## src/rtl/switch_mcu_pkg.sv

```systemverilog
// Purpose : shared types and constants for the switch MCU sequencer and its ALU op units.
// Latency : n/a (package only).
// Backpressure : n/a.
package switch_mcu_pkg;

    localparam int XLEN        = 32;
    localparam int CYCLE_W     = 4;
    localparam int INSTR_BYTES = 4;

    typedef enum logic [2:0] {
        ST_IDLE   = 3'd0,
        ST_FETCH  = 3'd1,
        ST_DECODE = 3'd2,
        ST_EXEC   = 3'd3,
        ST_NEXT   = 3'd4,
        ST_FAULT  = 3'd5
    } state_t;

    // Instruction addresses must sit on a word boundary.
    function automatic logic is_aligned(input logic [1:0] addr_lsb);
        return addr_lsb == 2'b00;
    endfunction

endpackage

```

## src/rtl/switch_mcu_pc_reg.sv

```systemverilog
// Purpose : program counter with sequential +4 advance, redirect latch and alignment check.
// Latency : redirect captured on the EXEC edge, applied on the NEXT edge; misaligned is combinational.
// Backpressure : none; the sequencer FSM decides when capture/commit fire.
// Ports: clk/rst (sync, active high); capture = EXEC cycle, commit = NEXT cycle;
//        wen/wdata = redirect request; pc = current PC; misaligned = latched target not word aligned.
module switch_mcu_pc_reg
    import switch_mcu_pkg::*;
#(
    parameter logic [XLEN-1:0] RESET_PC = '0
) (
    input  logic            clk,
    input  logic            rst,
    input  logic            capture,
    input  logic            commit,
    input  logic            wen,
    input  logic [XLEN-1:0] wdata,
    output logic [XLEN-1:0] pc,
    output logic            misaligned
);

    logic            redir_vld;
    logic [XLEN-1:0] redir_tgt;

    always_ff @(posedge clk) begin
        if (rst) begin
            pc        <= RESET_PC;
            redir_vld <= 1'b0;
            redir_tgt <= '0;
        end else begin
            // Every EXEC-cycle write overwrites the previous one: last write wins.
            if (capture && wen) begin
                redir_vld <= 1'b1;
                redir_tgt <= wdata;
            end
            if (commit) begin
                redir_vld <= 1'b0;
                if (!redir_vld) begin
                    pc <= pc + XLEN'(INSTR_BYTES);  // wraps naturally at 2^32
                end else if (is_aligned(redir_tgt[1:0])) begin
                    pc <= redir_tgt;
                end
                // misaligned target: PC holds, the FSM parks in FAULT
            end
        end
    end

    assign misaligned = redir_vld && !is_aligned(redir_tgt[1:0]);

endmodule

```

## src/rtl/switch_mcu_sequencer.sv

```systemverilog
// Purpose : fetch/decode/execute control sequencer; drives exec enable and cycle count to the ALU units.
// Latency : ack at t -> cycle count 1 at t+2 -> NEXT at t+EXEC_CYCLES+2 -> next fetch request at t+EXEC_CYCLES+3.
// Backpressure : fetch request is held with a stable address until in_imem_ack; nothing else stalls.
// Ports: in_clk/in_rst clock and sync reset; in_run start/stop; out_imem_* / in_imem_* fetch handshake;
//        out_instr latched instruction; out_exec_en/out_cycle_cnt execute strobes; in_pc_wen/in_pc_wdata
//        redirect; out_pc current PC; out_fault sticky misaligned-redirect flag.
module switch_mcu_sequencer
    import switch_mcu_pkg::*;
#(
    parameter logic [XLEN-1:0] RESET_PC    = 32'h0000_0000,
    parameter int              EXEC_CYCLES = 4              // legal range 4..15
) (
    input  logic               in_clk,
    input  logic               in_rst,
    input  logic               in_run,
    output logic               out_imem_req,
    output logic [XLEN-1:0]    out_imem_addr,
    input  logic               in_imem_ack,
    input  logic [XLEN-1:0]    in_imem_rdata,
    output logic [XLEN-1:0]    out_instr,
    output logic               out_exec_en,
    output logic [CYCLE_W-1:0] out_cycle_cnt,
    input  logic               in_pc_wen,
    input  logic [XLEN-1:0]    in_pc_wdata,
    output logic [XLEN-1:0]    out_pc,
    output logic               out_fault
);

    localparam logic [CYCLE_W-1:0] LAST_CNT = CYCLE_W'(EXEC_CYCLES);

    state_t             state;
    state_t             state_nxt;
    logic [CYCLE_W-1:0] cnt;
    logic [XLEN-1:0]    instr;
    logic [XLEN-1:0]    pc;
    logic               misaligned;
    logic               req;
    logic               exec_en;
    logic               fault;

    switch_mcu_pc_reg #(
        .RESET_PC (RESET_PC)
    ) u_pc_reg (
        .clk        (in_clk),
        .rst        (in_rst),
        .capture    (state == ST_EXEC),
        .commit     (state == ST_NEXT),
        .wen        (in_pc_wen),
        .wdata      (in_pc_wdata),
        .pc         (pc),
        .misaligned (misaligned)
    );

    always_ff @(posedge in_clk) begin
        if (in_rst) begin
            state <= ST_IDLE;
        end else begin
            state <= state_nxt;
        end
    end

    always_comb begin
        state_nxt = state;
        req       = 1'b0;
        exec_en   = 1'b0;
        fault     = 1'b0;
        case (state)
            ST_IDLE: begin
                if (in_run) state_nxt = ST_FETCH;
            end
            ST_FETCH: begin
                req = 1'b1;
                if (in_imem_ack) state_nxt = ST_DECODE;
            end
            ST_DECODE: begin
                state_nxt = ST_EXEC;
            end
            ST_EXEC: begin
                exec_en = 1'b1;
                // The final count value is held exactly one cycle before NEXT.
                if (cnt == LAST_CNT) state_nxt = ST_NEXT;
            end
            ST_NEXT: begin
                if (misaligned)  state_nxt = ST_FAULT;
                else if (in_run) state_nxt = ST_FETCH;
                else             state_nxt = ST_IDLE;
            end
            ST_FAULT: begin
                fault = 1'b1;
            end
            default: begin
                state_nxt = ST_IDLE;
            end
        endcase
    end

    // Cycle counter and instruction latch.
    always_ff @(posedge in_clk) begin
        if (in_rst) begin
            cnt   <= '0;
            instr <= '0;
        end else begin
            if ((state == ST_FETCH) && in_imem_ack) begin
                instr <= in_imem_rdata;
            end
            case (state)
                ST_DECODE: cnt <= CYCLE_W'(1);
                ST_EXEC:   cnt <= (cnt == LAST_CNT) ? '0 : cnt + CYCLE_W'(1);
                default:   cnt <= '0;
            endcase
        end
    end

    assign out_imem_req  = req;
    assign out_imem_addr = pc;
    assign out_instr     = instr;
    assign out_exec_en   = exec_en;
    assign out_cycle_cnt = cnt;
    assign out_pc        = pc;
    assign out_fault     = fault;

endmodule

```

## config.mk

```make
export PLATFORM = sky130hd
export DESIGN_NAME = switch_mcu_sequencer
export DESIGN_NICKNAME = d
export VERILOG_FILES = /design/src/rtl/switch_mcu_pkg.sv /design/src/rtl/switch_mcu_pc_reg.sv /design/src/rtl/switch_mcu_sequencer.sv
export SDC_FILE = /design/constraint.sdc
export NUM_CORES = 1
export LEC_CHECK = 0
export CORE_UTILIZATION = 46
export DETAILED_ROUTE_END_ITERATION = 12
export GPL_ROUTABILITY_DRIVEN = 0
export HOLD_SLACK_MARGIN = 0.06
export PLACE_DENSITY = 0.81
export SLEW_MARGIN = 25
export SYNTH_ARGS = -nofsm -noshare
export SYNTH_HDL_FRONTEND = slang
export SYNTH_SLANG_ARGS = --single-unit
```

## constraint.sdc

```tcl
create_clock -name in_clk -period 2.41 [get_ports in_clk]
set_clock_uncertainty 0.15 [all_clocks]
set_input_delay 0.3615 -clock in_clk [delete_from_list [all_inputs] [get_ports in_clk]]
set_output_delay 0.3615 -clock in_clk [all_outputs]
set_load 0.02 [all_outputs]
```

==> run metrics <==
unrepaired setup endpoints after global routing false; Top cell by count, worst path buf_4; Hold Path End out_instr[16]; Final Hold Fails 0; syn_nets 718; DR DRC count 0; crit path max fanout 12; status complete, no violations; Main synth FF type dfxtp_1; CP Class flop to flop; GRT Residual Overflow 0; cells along the critical path nor3b_2 -> buf_4 -> and2_1 -> buf_4 -> nand2b_1 -> o311ai_1; worst hold path type flop to flop; Gate power share 0.197; async set-reset flop share out of synthesis 0; DRT antenna net count 0; leak pwr between 2 and 2.5 nW; CTS tree done; number of global-route vias before repair around 4,900; switching share of power 0.284; IR drop worst, VDD 376 uV; Sinks on Clock Net 104; post-layout minimum cycle time 2240 ps; Tcrit/Tclk final 0.931; clk root buf clkbuf_8; Min Hold Slack 308 ps; reg2reg end u_pc_reg.pc[17]; DRT Pass-1 Iters 5; DP Cell Count 896; Pwr Total 3.76 mW; post-synthesis sequential area ratio 0.415; H-tree levels 3; synth warn 0; Die Ht around 110 um; post-synthesis cell area about 5000 um^2; power per cell area 551 nW/um^2; antenna cells 0; clock-pin transition on the worst setup and hold timing paths about 100 ps; clock buffer depth 2; initial DRC count 542; switching power approximately 1.1 mW; max incr delay on CP 490 ps; GRT Total Usage 0.261; Ports 172; Post-Syn Instances 646; reg-to-reg setup timing slack 170 ps; first-pass GRT wire length 23,700 um; Reg2Reg Depth 6; core area 10,500 um^2; Die W ~110 um; Area after DPL 6620 um^2; Distinct cells, synth 60; relative slew slack 0.569; register bit total from synthesis ~100; nets 843; Max Freq approximately 0.45 GHz; Post-synth EDFFs 0; initial antenna violation count 0; # setup viols final 0; num rows 37; drt total wl 14,700 um; clock group share of total power 0.292; hold path cells 2; Reg-to-Reg Start state[2]; # Max-Cap Violations 0; WL per Instance about 16 um; Initial Utilization 0.480; area grow syn2layout 36.0%; Hold Buf Count CTS 0; crit-path leading delay family simple AND/OR/NAND/NOR gates; syn avg cell area 7.77 um^2; pin count of the biggest net entering global routing 34; post_cts resized 2; Critical Path Start Type flop; vias 5,149; buffers plus inverters on the worst setup path 2; DP Wirelength 10,700 um; Slew Limit Fails 0; port buffer count approximately 170; slowest cell on the critical path dfxtp_1; vias per cell 5.65; TNS Setup 0 ps; Worst-Skew Late Latency ~360 ps; number of CTS-inserted buffers 9; Pint 2.69 mW; WP data arrival 2360 ps; Crit path required time 2530 ps; Hold Path Origin out_instr[16]; Post CTS Setup Buffer Count 0; Seq pwr share 0.511; layout cells sized above 1 0.0696; Slew @ Worst Pin 646 ps; CP Capture Type flop; Layout Cells excl Fill ~910; Die Footprint 11,300 um^2; final instance area 6830 um^2
==> per-stage QoR <==
step	worst slack, ps	util
final	167	0.652
after global routing	19.2	0.652
after CTS	35.1	0.652
after detailed placement	203	0.633
after global placement	300	0.633
after floorplan	254	-
==> how the worst max path moves through the flow <==
stage                   startpoint         endpoint  slack, ps  cells after the start
floorplan           u_pc_reg.pc[2]  u_pc_reg.pc[10]        250                      6
global placement          state[2]  u_pc_reg.pc[17]        300                      6
detailed placement        state[2]  u_pc_reg.pc[17]        200                      6
CTS                       state[1]      out_exec_en         40                      2
global route              state[2]  u_pc_reg.pc[17]         20                      6
finish                    state[2]  u_pc_reg.pc[17]        170                      6
==> metal layers <==
metal / up-vias / wire, um / global-route usage / part of all wire
met1: 2407 / 5870 / 0.307 / 0.40
li1: 2483 / - / - / -
met2: 228 / 7360 / 0.455 / 0.50
met4: 0 / 261 / 0.0871 / 0.018
met5: - / 0 / 0 / 0
met3: 31 / 1210 / 0.0742 / 0.082
==> power by group through the flow <==
stage / sequential (mW) / clock (mW) / combinational, mW
finish: 1.92 / 1.10 / 0.742
global route: 1.94 / 1.20 / 0.796
CTS: 1.92 / 1.13 / 0.744
detailed placement: 1.96 / 0 / 0.741
global placement: 1.95 / 0 / 0.728
floorplan: 2.00 / 0 / 0.354
==> final cells by class <==
type                       count  area (um^2)
tap                          136          170
multi-input combinational    459         2480
clock inverter                 4         53.8
fill                         893         3640
timing repair buffer         190         1860
inverter                       7         26.3
clock buffer                  12          145
sequential                   104         2080
==> cells in the mapped netlist (6+ instances only) <==
| cell type | number | area [um^2] |
|---|---|---|
| nor4_1 | 10 | 62.6 |
| nand3_1 | 17 | 85.1 |
| inv_1 | 7 | 26.3 |
| buf_2 | 7 | 35.0 |
| dfxtp_1 | 104 | 2080 |
| nand2_1 | 164 | 616 |
| buf_4 | 33 | 248 |
| a21oi_1 | 76 | 380 |
| nor2_1 | 27 | 101 |
| a22oi_1 | 11 | 82.6 |
| o21ai_0 | 14 | 70.1 |
| o211ai_1 | 10 | 75.1 |
| or3_1 | 6 | 37.5 |
| o22ai_1 | 7 | 43.8 |
| clkbuf_1 | 32 | 120 |
| mux2i_1 | 7 | 70.1 |
| nor3_1 | 12 | 60.1 |
| nand4_1 | 14 | 87.6 |
==> state kept, by name, indices dropped and copies added, names as in the netlist <==
name / count
out_cycle_cnt: 4
u_pc_reg.redir_vld: 1
u_pc_reg.redir_tgt: 32
state: 3
u_pc_reg.pc: 32
out_instr: 32
==> worst min-delay path, cell delays in order, from the launching register on <==
cell and delay, ps:
dfxtp_1 320, nand2_1 50, a21oi_1 50
==> cell families after synthesis <==
family	share of synthesized area
AO/OA/AOI/OAI	0.183
XOR/XNOR	0.00524
adder cells (fa/ha/maj)	0.00748
buffers and inverters	0.0915
flip-flops	0.415
multiplexers	0.0162
AND/OR/NAND/NOR	0.282
==> cells in the final DEF (no fill, tap or decap), types with 6 or more instances in the layout <==
cell type	n
o22ai_1	7
nand3_1	17
dfxtp_1	102
inv_1	7
or3_1	6
nand4_1	14
clkdlybuf4s50_1	169
o21ai_0	14
buf_4	18
mux2i_1	7
nor2_1	26
nor4_1	10
a22oi_1	11
clkbuf_8	10
nand2_1	164
o211ai_1	10
a21oi_1	76
nor3_1	12
(Power assumes the default switching activity.)
